[src/rtl/data_tx_pkg.sv]
// -----------------------------------------------------------------------------
// data_tx_pkg
// Shared types and sizes for the data_stream_tx return-path sequencer.
//   tx_state_t  : sequencer states (4-bit encoding)
//   OFS_W       : byte offset width inside a block
//   BLK_W       : block address width
//   ADDR_W      : memory address width {block, offset}
//   CNT_W       : byte counter width (holds 1..65)
//   byte_count(): total data bytes for an inclusive, wrapping offset range
// -----------------------------------------------------------------------------
package data_tx_pkg;

   localparam int OFS_W  = 6;
   localparam int BLK_W  = 10;
   localparam int ADDR_W = BLK_W + OFS_W;
   localparam int CNT_W  = OFS_W + 1;
   localparam int DATA_W = 8;

   typedef enum logic [3:0] {
      IDLE  = 4'd0,
      ISSUE = 4'd1,
      WAIT  = 4'd2,
      SEND  = 4'd3,
      CSUM  = 4'd4,
      DONE  = 4'd5
   } tx_state_t;

   // The offset difference is taken modulo 2**OFS_W, so end < start wraps
   // through the top of the block and start == end yields a single byte.
   function automatic logic [CNT_W-1:0] byte_count(input logic [OFS_W-1:0] start_ofs,
                                                   input logic [OFS_W-1:0] end_ofs);
      logic [OFS_W-1:0] span;
      span = end_ofs - start_ofs;
      return {1'b0, span} + 1'b1;
   endfunction

endpackage

[src/rtl/data_stream_tx_if.sv]
// -----------------------------------------------------------------------------
// data_stream_tx_if
// Memory read port plus transmitter valid/ready channel of data_stream_tx.
//   mem_read  : one-cycle read strobe            (master -> slave)
//   mem_addr  : {block, offset} read address     (master -> slave)
//   mem_rdata : read data, fixed latency later   (slave  -> master)
//   tx_data   : byte offered to the transmitter  (master -> slave)
//   tx_valid  : tx_data is valid                 (master -> slave)
//   tx_ready  : transmitter accepts this cycle   (slave  -> master)
// -----------------------------------------------------------------------------
interface data_stream_tx_if;
   import data_tx_pkg::*;

   logic              mem_read;
   logic [ADDR_W-1:0] mem_addr;
   logic [DATA_W-1:0] mem_rdata;
   logic [DATA_W-1:0] tx_data;
   logic              tx_valid;
   logic              tx_ready;

   modport master (
      output mem_read, mem_addr, tx_data, tx_valid,
      input  mem_rdata, tx_ready
   );

   modport slave (
      input  mem_read, mem_addr, tx_data, tx_valid,
      output mem_rdata, tx_ready
   );

endinterface

[src/rtl/rd_latency_timer.sv]
// -----------------------------------------------------------------------------
// rd_latency_timer
// Loadable down-counter that spaces the memory read strobe from the cycle in
// which the read data is valid.
//   clk, n_reset : clock / asynchronous active-low reset
//   load         : high during the read-strobe cycle; reloads the counter
//   expire       : high in the last wait cycle, i.e. the cycle mem_rdata is valid
// Loading MEM_LATENCY-1 gives exactly MEM_LATENCY wait cycles after the
// strobe, the last one flagged by expire.
// -----------------------------------------------------------------------------
module rd_latency_timer #(
   parameter int MEM_LATENCY = 2
)(
   input  logic clk,
   input  logic n_reset,
   input  logic load,
   output logic expire
);

   localparam int TW = (MEM_LATENCY > 1) ? $clog2(MEM_LATENCY) : 1;
   localparam logic [TW-1:0] LOAD_VAL = TW'(MEM_LATENCY - 1);

   logic [TW-1:0] count_reg;

   always_ff @(posedge clk or negedge n_reset) begin
      if (!n_reset) begin
         count_reg <= '0;
      end else if (load) begin
         count_reg <= LOAD_VAL;
      end else if (count_reg != '0) begin
         count_reg <= count_reg - 1'b1;
      end
   end

   assign expire = (count_reg == '0);

endmodule

[src/rtl/data_stream_tx.sv]
// -----------------------------------------------------------------------------
// data_stream_tx
// Return-path sequencer: reads bytes start..end (inclusive, wrapping at the
// block boundary) from block_address and streams them to the USB transmitter
// over a valid/ready handshake, then pulses Done for one cycle.
//
// Ports
//   clk           : system clock
//   n_reset       : asynchronous active-low reset
//   StartEnable   : launch request, honoured in IDLE only
//   Abort         : synchronous cancel, overrides every other input
//   start_address : first byte offset
//   end_address   : last byte offset (inclusive)
//   block_address : block select
//   bus           : data_stream_tx_if.master (memory read + transmitter channel)
//   Done          : one-cycle completion pulse
//   busy          : high whenever the sequencer is not idle
//   bytes_left    : bytes not yet accepted by the transmitter
//
// Build option
//   DATA_TX_CHECKSUM_EN : append the XOR of all data bytes as one extra byte
//                         (CSUM state) before Done; bytes_left counts it.
//
// Parameter
//   MEM_LATENCY : cycles from the mem_read cycle to the mem_rdata-valid cycle (1..15)
// -----------------------------------------------------------------------------
module data_stream_tx
   import data_tx_pkg::*;
#(
   parameter int MEM_LATENCY = 2
)(
   input  logic               clk,
   input  logic               n_reset,
   input  logic               StartEnable,
   input  logic               Abort,
   input  logic [OFS_W-1:0]   start_address,
   input  logic [OFS_W-1:0]   end_address,
   input  logic [BLK_W-1:0]   block_address,
   data_stream_tx_if.master   bus,
   output logic               Done,
   output logic               busy,
   output logic [CNT_W-1:0]   bytes_left
);

`ifdef DATA_TX_CHECKSUM_EN
   localparam logic [CNT_W-1:0] EXTRA_BYTES    = CNT_W'(1);
`else
   localparam logic [CNT_W-1:0] EXTRA_BYTES    = CNT_W'(0);
`endif
   // bytes_left value while the final data byte is on offer
   localparam logic [CNT_W-1:0] LAST_DATA_LEFT = EXTRA_BYTES + CNT_W'(1);

   tx_state_t         state_reg;
   logic [OFS_W-1:0]  ofs_reg;
   logic [BLK_W-1:0]  blk_reg;
   logic              mem_read_reg;
   logic [ADDR_W-1:0] mem_addr_reg;
   logic [DATA_W-1:0] tx_data_reg;
   logic              tx_valid_reg;
   logic              done_reg;
   logic              busy_reg;
   logic [CNT_W-1:0]  bytes_left_reg;
`ifdef DATA_TX_CHECKSUM_EN
   logic [DATA_W-1:0] csum_reg;
`endif

   logic [OFS_W-1:0]  ofs_inc;
   logic              timer_load;
   logic              timer_expire;

   assign ofs_inc    = ofs_reg + 1'b1;
   assign timer_load = (state_reg == ISSUE);

   rd_latency_timer #(
      .MEM_LATENCY (MEM_LATENCY)
   ) u_timer (
      .clk     (clk),
      .n_reset (n_reset),
      .load    (timer_load),
      .expire  (timer_expire)
   );

   always_ff @(posedge clk or negedge n_reset) begin
      if (!n_reset) begin
         state_reg      <= IDLE;
         ofs_reg        <= '0;
         blk_reg        <= '0;
         mem_read_reg   <= 1'b0;
         mem_addr_reg   <= '0;
         tx_data_reg    <= '0;
         tx_valid_reg   <= 1'b0;
         done_reg       <= 1'b0;
         busy_reg       <= 1'b0;
         bytes_left_reg <= '0;
`ifdef DATA_TX_CHECKSUM_EN
         csum_reg       <= '0;
`endif
      end else if (Abort) begin
         // Cancel without completion: no Done, nothing on offer.
         state_reg      <= IDLE;
         mem_read_reg   <= 1'b0;
         tx_valid_reg   <= 1'b0;
         done_reg       <= 1'b0;
         busy_reg       <= 1'b0;
         bytes_left_reg <= '0;
      end else begin
         case (state_reg)
            IDLE: begin
               done_reg <= 1'b0;
               if (StartEnable) begin
                  ofs_reg        <= start_address;
                  blk_reg        <= block_address;
                  bytes_left_reg <= byte_count(start_address, end_address) + EXTRA_BYTES;
                  mem_read_reg   <= 1'b1;
                  mem_addr_reg   <= {block_address, start_address};
                  busy_reg       <= 1'b1;
`ifdef DATA_TX_CHECKSUM_EN
                  csum_reg       <= '0;
`endif
                  state_reg      <= ISSUE;
               end
            end

            ISSUE: begin
               mem_read_reg <= 1'b0;
               state_reg    <= WAIT;
            end

            WAIT: begin
               if (timer_expire) begin
                  tx_data_reg  <= bus.mem_rdata;
                  tx_valid_reg <= 1'b1;
                  state_reg    <= SEND;
               end
            end

            SEND: begin
               if (bus.tx_ready) begin
                  ofs_reg        <= ofs_inc;
                  bytes_left_reg <= bytes_left_reg - 1'b1;
`ifdef DATA_TX_CHECKSUM_EN
                  csum_reg       <= csum_reg ^ tx_data_reg;
`endif
                  if (bytes_left_reg == LAST_DATA_LEFT) begin
`ifdef DATA_TX_CHECKSUM_EN
                     // tx_valid stays high: the checksum follows back to back.
                     tx_data_reg  <= csum_reg ^ tx_data_reg;
                     state_reg    <= CSUM;
`else
                     tx_valid_reg <= 1'b0;
                     done_reg     <= 1'b1;
                     state_reg    <= DONE;
`endif
                  end else begin
                     tx_valid_reg <= 1'b0;
                     mem_read_reg <= 1'b1;
                     mem_addr_reg <= {blk_reg, ofs_inc};
                     state_reg    <= ISSUE;
                  end
               end
            end

`ifdef DATA_TX_CHECKSUM_EN
            CSUM: begin
               if (bus.tx_ready) begin
                  tx_valid_reg   <= 1'b0;
                  bytes_left_reg <= '0;
                  done_reg       <= 1'b1;
                  state_reg      <= DONE;
               end
            end
`endif

            DONE: begin
               done_reg  <= 1'b0;
               busy_reg  <= 1'b0;
               state_reg <= IDLE;
            end

            default: begin
               state_reg    <= IDLE;
               mem_read_reg <= 1'b0;
               tx_valid_reg <= 1'b0;
               done_reg     <= 1'b0;
               busy_reg     <= 1'b0;
            end
         endcase
      end
   end

   assign bus.mem_read = mem_read_reg;
   assign bus.mem_addr = mem_addr_reg;
   assign bus.tx_data  = tx_data_reg;
   assign bus.tx_valid = tx_valid_reg;
   assign Done         = done_reg;
   assign busy         = busy_reg;
   assign bytes_left   = bytes_left_reg;

endmodule

[src/flat_wrapper.sv]
// flat-port wrapper written by rule: the top's interface ports become plain ports
module data_stream_tx_flat import data_tx_pkg::*;
#(
   parameter int MEM_LATENCY = 2
)
  (clk, n_reset, StartEnable, Abort, start_address, end_address, block_address, Done, busy, bytes_left, bus_mem_read, bus_mem_addr, bus_tx_data, bus_tx_valid, bus_mem_rdata, bus_tx_ready);
  data_stream_tx_if bus_i ();
  input  logic clk;
  input  logic n_reset;
  input  logic StartEnable;
  input  logic Abort;
  input  logic [OFS_W-1:0] start_address;
  input  logic [OFS_W-1:0] end_address;
  input  logic [BLK_W-1:0] block_address;
  output logic Done;
  output logic busy;
  output logic [CNT_W-1:0] bytes_left;
  output wire logic [$bits(bus_i.mem_read)-1:0] bus_mem_read;
  output wire logic [$bits(bus_i.mem_addr)-1:0] bus_mem_addr;
  output wire logic [$bits(bus_i.tx_data)-1:0] bus_tx_data;
  output wire logic [$bits(bus_i.tx_valid)-1:0] bus_tx_valid;
  input wire logic [$bits(bus_i.mem_rdata)-1:0] bus_mem_rdata;
  input wire logic [$bits(bus_i.tx_ready)-1:0] bus_tx_ready;
  assign bus_mem_read = bus_i.mem_read;
  assign bus_mem_addr = bus_i.mem_addr;
  assign bus_tx_data = bus_i.tx_data;
  assign bus_tx_valid = bus_i.tx_valid;
  assign bus_i.mem_rdata = bus_mem_rdata;
  assign bus_i.tx_ready = bus_tx_ready;
  data_stream_tx #(.MEM_LATENCY(MEM_LATENCY)) u_core (.clk(clk), .n_reset(n_reset), .StartEnable(StartEnable), .Abort(Abort), .start_address(start_address), .end_address(end_address), .block_address(block_address), .bus(bus_i), .Done(Done), .busy(busy), .bytes_left(bytes_left));
endmodule
[config.mk]
export PLATFORM = sky130hd
export DESIGN_NAME = data_stream_tx_flat
export DESIGN_NICKNAME = d
export VERILOG_FILES = /design/src/rtl/data_tx_pkg.sv /design/src/rtl/data_stream_tx_if.sv /design/src/rtl/rd_latency_timer.sv /design/src/rtl/data_stream_tx.sv /design/src/flat_wrapper.sv
export SDC_FILE = /design/constraint.sdc
export NUM_CORES = 1
export LEC_CHECK = 0
export BUFFER_PORTS_ARGS = -buffer_cell sky130_fd_sc_hd__buf_2
export CAP_MARGIN = 20
export CORE_MARGIN = 10
export CORE_UTILIZATION = 42
export DETAILED_ROUTE_END_ITERATION = 12
export PLACE_DENSITY = 0.65
export SETUP_SLACK_MARGIN = 0.02
export SYNTH_ARGS = -nofsm -noshare
export SYNTH_HDL_FRONTEND = slang
export SYNTH_HIERARCHICAL = 1
export SYNTH_SLANG_ARGS = --single-unit
[constraint.sdc]
create_clock -name clk -period 1.8 [get_ports clk]
set_input_delay 0 -clock clk [delete_from_list [all_inputs] [get_ports clk]]
set_output_delay 0 -clock clk [all_outputs]
set_load 0.01 [all_outputs]
==> results of run 1 <==
## Yosys cell counts (all sizes together), types with 3 or more instances
library cell,count
nor4,3
inv,13
nor3,3
nor2,22
dfrtp,55
o21ai,30
mux2i,12
nand2b,4
a21o,3
mux2,10
nand2,61
buf,6
xnor2,9
xor2,6
clkbuf,7
nand3,9
a21oi,12
ha,9
## cell families (layout without fill, tap and decap cells)
logic type,Yosys count,count (layout),share of synthesized area
compound gates,62,62,0.131
flops,55,55,0.481
xor+xnor,16,16,0.0538
simple gates,112,112,0.170
buf+inv,26,138,0.0367
fa+ha+maj,10,10,0.0463
mux,22,22,0.0813
## worst max-delay path: cells and delay by family, from the launching register on
| family | cells | cell delay (ps) |
|---|---|---|
| DFF | 1 | 400 |
| AOI/OAI and AO/OA | 1 | 250 |
| muxes | 1 | 370 |
| and+or+nand+nor | 3 | 560 |
## repair_timing
| action | CTS | global route |
|---|---|---|
| resized for setup | 0 | 5 |
| endpoints found under the setup margin | 0 | 23 |
| setup buffers | 0 | 0 |
| endpoints found under the hold margin | 46 | 0 |
| hold buffers | 20 | 0 |
## cell type report
class / instances / share of cell area
tap: 80 / 0.0264
clock buffer: 5 / 0.0181
inverter: 13 / 0.0128
multi-input combinational: 222 / 0.370
sequential: 55 / 0.362
timing repair buffer: 117 / 0.204
clock inverter: 3 / 0.00626
## power groups by stage
stage	Clock [W]	Combinational, W	Sequential (W)
after detailed placement	0	0.00197	0.00211
after global placement	0	0.00193	0.00208
after floorplan	0	0.00101	0.00222
after CTS	0.000747	0.00201	0.00208
after global routing	0.000797	0.00224	0.00217
final	0.000714	0.00199	0.00208
## layer usage
| metal | routed length [um] | GRT usage | vias to the layer above |
|---|---|---|---|
| li1 | - | - | 1248 |
| met2 | 3560 | 0.253 | 47 |
| met4 | 93 | 0.0488 | 0 |
| met1 | 3240 | 0.174 | 1176 |
| met3 | 297 | 0.0261 | 7 |
| met5 | 0 | 0 | - |
## final timing paths
kind                                                      end  slack [ps]  cells past startpoint
min reg2reg                     u_core/blk_reg[1]$_DFFE_PN0P_         490                      2
max in group asynchronous  u_core/bus.mem_addr[2]$_DFFE_PN0P_        1040                      3
min                             u_core/ofs_reg[4]$_DFFE_PN0P_          30                      3
min in group asynchronous             u_core/busy$_DFFE_PN0P_         180                      2
max reg2reg                u_core/bus.mem_addr[5]$_DFFE_PN0P_         120                      5
max                        u_core/bus.mem_addr[5]$_DFFE_PN0P_         120                      5
## through the flow
stage	std cells	instance area, um2	hold slack (ps)	setup WS, ps
2_1_floorplan	303	2870	-296	42.4
3_3_place_gp	467	3490	18.1	-97.3
3_5_place_dp	467	3490	22.7	-135
4_1_cts	495	3780	27.7	22.9
5_1_grt	495	3800	78.5	1.61
6_report	495	3800	29.3	116
==> results.tsv, run 1 <==
metric	value	unit
hold_path_class	primary input to register	
cp_max_fo	5	
clockRootBuffer	clkbuf_8	
path_class	register to register	
critPathRequiredTime	2010	ps
vias	2478	
syn_inst	303	
ctsHtreeMaxLevel	2	
largest_reg_flops	16	
p_switching	0.00180	W
core_area	0.00672	mm2
synth_edf_count	0	
multiInputGateArea	0.00141	mm2
drv_cap	0	
synth.area.top_cells	dfrtp_1 48%, nand2_1 8.0%, o21ai_0 5.2%, mux2i_1 4.2%, ha_1 3.9%	
synth_cell_type_count	40	
num_io_pins	70	
worst_pin_slew	541	ps
route.detailed.drc	0	
max_freq	594	MHz
min_period	1680	ps
cp-startpoint	u_core/bytes_left[3]$_DFFE_PN0P_	
routed_wirelength	7180	um
yosysWarnings	6	
area_growth	32.7	%
nNetsFinal	459	
layout-drive-gt1-share	0.304	
max-slew-margin-rel	0.640	
start_util	0.426	
start_kind	register	
cpPeakStageDelay	400	ps
p_int	0.00299	W
setup_viol	0	
cts.clk_slew.worst_paths	110	ps
drt_first_pass_iters	5	
avgSynthCellArea	9.45	um2
combPwrFrac	0.417	
p_seq_frac	0.434	
cts_made_buffers	5	
via_per_inst	5.01	
grt_start_max_net_pins	34	
pwr-share-clk	0.149	
cts.path.max_buffers	2	
portBuffers	69	
syn_area	0.00286	mm2
seqCellArea	0.00138	mm2
synth_top_area_cell	dfrtp_1	
path_cells	nor3_1, nand3_1, a41o_1, nand2_1, mux2_2	
total_power	0.00479	W
grt_setup_unrepaired	yes	
p_per_area	1260	mW/mm2
leakage	1.88	nW
outcome	finished clean	
fp.dieH	103	um
cts_tree	built	
fp.dieW	103	um
grt_pass1_wl	12300	um
crit_path_end_kind	register	
die_area	0.0105	mm2
netlist.area_leader.share	0.481	
final_core_util	0.565	
gp_congestion	0.850	
final_antenna_net_count	0	
grt_overflow	0	
arrival	1900	ps
ys_ff_latch	55	
clkLatencyLatePin	320	ps
hold_start	start_address[4]	
async_reset_ff_frac	1.00	
hpwl	5550	um
fin_tns_setup	0	ps
critical-path-slowest-cell	dfrtp_1	
grt_pass1_vias	2578	
hold_viol_final	0	
grtUsageTotal	0.145	
nFillCells	617	
antenna_cells	0	
drv_slew	0	
mostFrequentLayoutCell	buf_2	
r2r-start	u_core/bytes_left[3]$_DFFE_PN0P_	
wl_per_cell	14.5	um
drtIter0Drc	128	
synth_ff_type	dfrtp_1	
seq_area_frac_synth	0.481	
skew	11.0	ps
antenna_found_initial	0	
synth_fp_nets	348	
cts.sinks	55	
peakVddDrop	680	uV
mostFrequentLayoutCells	69 x buf_2, 61 x nand2_1, 55 x dfrtp_1	
sw_frac_of_total	0.376	
rows	30	
min_period_over_period	0.936	
Note: power is estimated with default switching activity, not from simulation.
==> run 2: changes to the inputs <==
--- a/config.mk
+++ b/config.mk
@@ -14,5 +14,4 @@
 export SETUP_SLACK_MARGIN = 0.02
 export SYNTH_ARGS = -nofsm -noshare
 export SYNTH_HDL_FRONTEND = slang
-export SYNTH_HIERARCHICAL = 1
 export SYNTH_SLANG_ARGS = --single-unit
==> run 2 against run 1 <==
Sequential share of layout area fell by 0.73 points. Register-to-register slack got worse by 30 ps. First-iteration DRC count fell by 34%. Non-clock buffer count rose by 3. Critical endpoint is now u_core.bytes_left[5]$_DFFE_PN0P_. Largest cell class unchanged. Power fell by 22%. Worst setup slack got worse by 61 ps.
==> results.tsv, run 2 <==
metric	value	unit	change
r2r-start	u_core.bytes_left[1]$_DFFE_PN0P_		
fin_tns_setup	0	ps	unchanged
cpPeakStageDelay	350	ps	-50 ps
clkLatencyLatePin	310	ps	about the same
p_per_area	969	mW/mm2	-23%
core_area	0.00672	mm2	unchanged
nNetsFinal	449		-2.2%
peakVddDrop	479	uV	-30%
synth_cell_type_count	45		+13%
arrival	1950	ps	+50 ps
final_antenna_net_count	0		unchanged
skew	11.0	ps	+0.0388 ps
seqCellArea	0.00138	mm2	unchanged
largest_reg_flops	16		unchanged
worst_pin_slew	485	ps	-55.1 ps
layout-drive-gt1-share	0.356		+0.0519
rrSetupSlack	90	ps	-30 ps
synth_top_area_cell	dfrtp_1		
hold_viol_final	0		unchanged
syn_area	0.00288	mm2	+0.57%
max_freq	573	MHz	-3.5%
synth_commonest_cells	55 x dfrtp_1, 37 x nand2_1, 30 x o21ai_0		
mostFrequentLayoutCell	buf_2		
final_core_util	0.577		+0.0115
start_util	0.428		+0.00242
path_class	primary input to register		
cts_tree	built		
gp_congestion	0.882		+3.8%
nFillCells	622		+0.81%
start_kind	primary input		
p_int	0.00249	W	-17%
antenna_cells	0		unchanged
hold_path_class	primary input to register		
leakage	1.87	nW	-0.34%
p_switching	0.00126	W	-30%
clockRootBuffer	clkbuf_8		
die_area	0.0106	mm2	+0.46%
outcome	finished clean		
crit_end	u_core.bytes_left[5]$_DFFE_PN0P_		
synth_fp_nets	332		-4.6%
setup_viol	0		unchanged
min_period	1750	ps	+61.3 ps
drv_slew	0		unchanged
vias	2427		-2.1%
antenna_found_initial	0		unchanged
critical-path-slowest-cell	fa_2		
grt_setup_unrepaired	yes		
grtUsageTotal	0.136		-0.00883
synth_ff_type	dfrtp_1		
drtIter0Drc	84		-34%
netlist.area_leader.share	0.478		-0.00272
cts.clk_slew.worst_paths	100	ps	about the same
grt_overflow	0		unchanged
synth.area.top_cells	dfrtp_1 48%, mux2_2 7.4%, o21ai_0 5.2%, nand2_1 4.8%, mux2i_1 4.2%		
async_reset_ff_frac	1.00		unchanged
multiInputGateArea	0.00144	mm2	+2.8%
combPwrFrac	0.346		-0.071
worstReg2RegEnd	u_core.bytes_left[5]$_DFFE_PN0P_		
pwr-share-clk	0.190		+0.041
route.detailed.drc	0		unchanged
max-slew-margin-rel	0.676		+0.0367
reg2reg_depth	5		unchanged
hpwl	5300	um	-4.5%
seq_area_frac_synth	0.478		-0.00272
min_period_over_period	0.970		+0.0341
fp.dieW	103	um	+0.23%
p_seq_frac	0.464		+0.030
grt_start_max_net_pins	37		+8.8%
crit_path_end_kind	register		
fp.dieH	103	um	+0.23%
cts.sinks	55		unchanged
wl_per_cell	14.4	um	-1.0%
num_io_pins	70		unchanged
cts.path.max_buffers	2		unchanged
synth_edf_count	0		unchanged
critPathRequiredTime	2000	ps	about the same
cts_made_buffers	5		unchanged
grt_pass1_vias	2467		-4.3%
drv_cap	0		unchanged
sw_frac_of_total	0.336		-0.0392
grt_pass1_wl	11600	um	-5.4%
path_cells	buf_2, inv_12, ha_4, inv_2, fa_2, a21o_1, a21oi_2, xnor2_1, and4b_1, xor3_1, a221o_1		
syn_inst	287		-5.3%
ys_ff_latch	55		unchanged
yosysWarnings	0		-6
cp_max_fo	2		-3
mostFrequentLayoutCells	69 x buf_2, 55 x dfrtp_1, 37 x nand2_1		
rows	30		unchanged
ctsHtreeMaxLevel	2		unchanged
avgSynthCellArea	10.0	um2	+6.2%
via_per_inst	5.00		about the same
drt_first_pass_iters	4		-1
portBuffers	69		unchanged
cp-startpoint	end_address[0]		
routed_wirelength	6970	um	-3.0%
synth.most_common_cell	dfrtp_1		
area_growth	34.6	%	
total_power	0.00375	W	-22%
[run 2: cell type report]
class,instances,share of cell area
repair buffers,120,0.208
inverters,12,0.0148
clock inverters,3,0.00581
flip-flops and latches,55,0.355
multi-input cells,210,0.372
clock buffers,5,0.0178
well taps,80,0.0258
[run 2: what timing repair did]
action	4_1_cts	5_1_grt
setup buffers	0	1
endpoints found under the hold margin	45	0
endpoints found under the setup margin	0	7
resized for setup	0	3
hold buffers	20	0
[run 2: cell families (layout without fill, tap and decap cells)]
kind of cell / count (synthesis) / after routing / synth area share
AND/OR/NAND/NOR: 91 / 91 / 0.145
AO/OA/AOI/OAI: 64 / 64 / 0.132
flip-flops: 55 / 55 / 0.478
multiplexers: 31 / 31 / 0.116
buffers and inverters: 22 / 140 / 0.0322
XOR/XNOR: 14 / 14 / 0.0504
adder cells (fa/ha/maj): 10 / 10 / 0.0461
[run 2: power by group through the flow]
| stage | sequential (W) | combinational, W | clock [W] |
|---|---|---|---|
| after floorplan | 0.00185 | 0.000627 | 0 |
| after global placement | 0.00175 | 0.00125 | 0 |
| after detailed placement | 0.00177 | 0.00127 | 0 |
| after CTS | 0.00174 | 0.00131 | 0.000744 |
| after global routing | 0.00179 | 0.00145 | 0.000792 |
| final | 0.00174 | 0.00130 | 0.000713 |
[run 2: how the worst min path moves through the flow]
stage / startpoint / end / slack, ps / depth (start not counted)
finish: start_address[1] / u_core.ofs_reg[1]$_DFFE_PN0P_ / 40 / 3
global route: start_address[4] / u_core.bus.mem_addr[4]$_DFFE_PN0P_ / 50 / 3
CTS: start_address[1] / u_core.ofs_reg[1]$_DFFE_PN0P_ / 40 / 3
detailed placement: n_reset / u_core.bytes_left[3]$_DFFE_PN0P_ / -8 / 1
global placement: n_reset / u_core.bytes_left[3]$_DFFE_PN0P_ / -10 / 1
floorplan: n_reset / u_core.Done$_DFFE_PN0P_ / -300 / 0
[run 2: worst max-delay path: cells and delay by family]
kind | cells | cell delay [ps]
simple gates | 1 | 230
buf+inv | 3 | 230
xor+xnor | 2 | 380
compound gates | 3 | 620
fa+ha+maj | 2 | 470
[run 2: per-stage QoR]
step	setup WS, ps	instances	instance area [um2]	hold slack (ps)
floorplan	-48.7	287	2910	-296
global placement	-211	456	3560	-11.2
detailed placement	-293	456	3560	-8.22
CTS	48.2	484	3860	35.4
global route	-11.2	485	3880	48.3
finish	54.7	485	3880	35.7
[run 2: layer usage]
layer  vias to the layer above  track usage  wire length, um
li1                       1231            -                -
met1                      1146        0.163             3100
met2                        45        0.234             3420
met3                         5       0.0422              391
met4                         0       0.0289               54
met5                         -            0                0
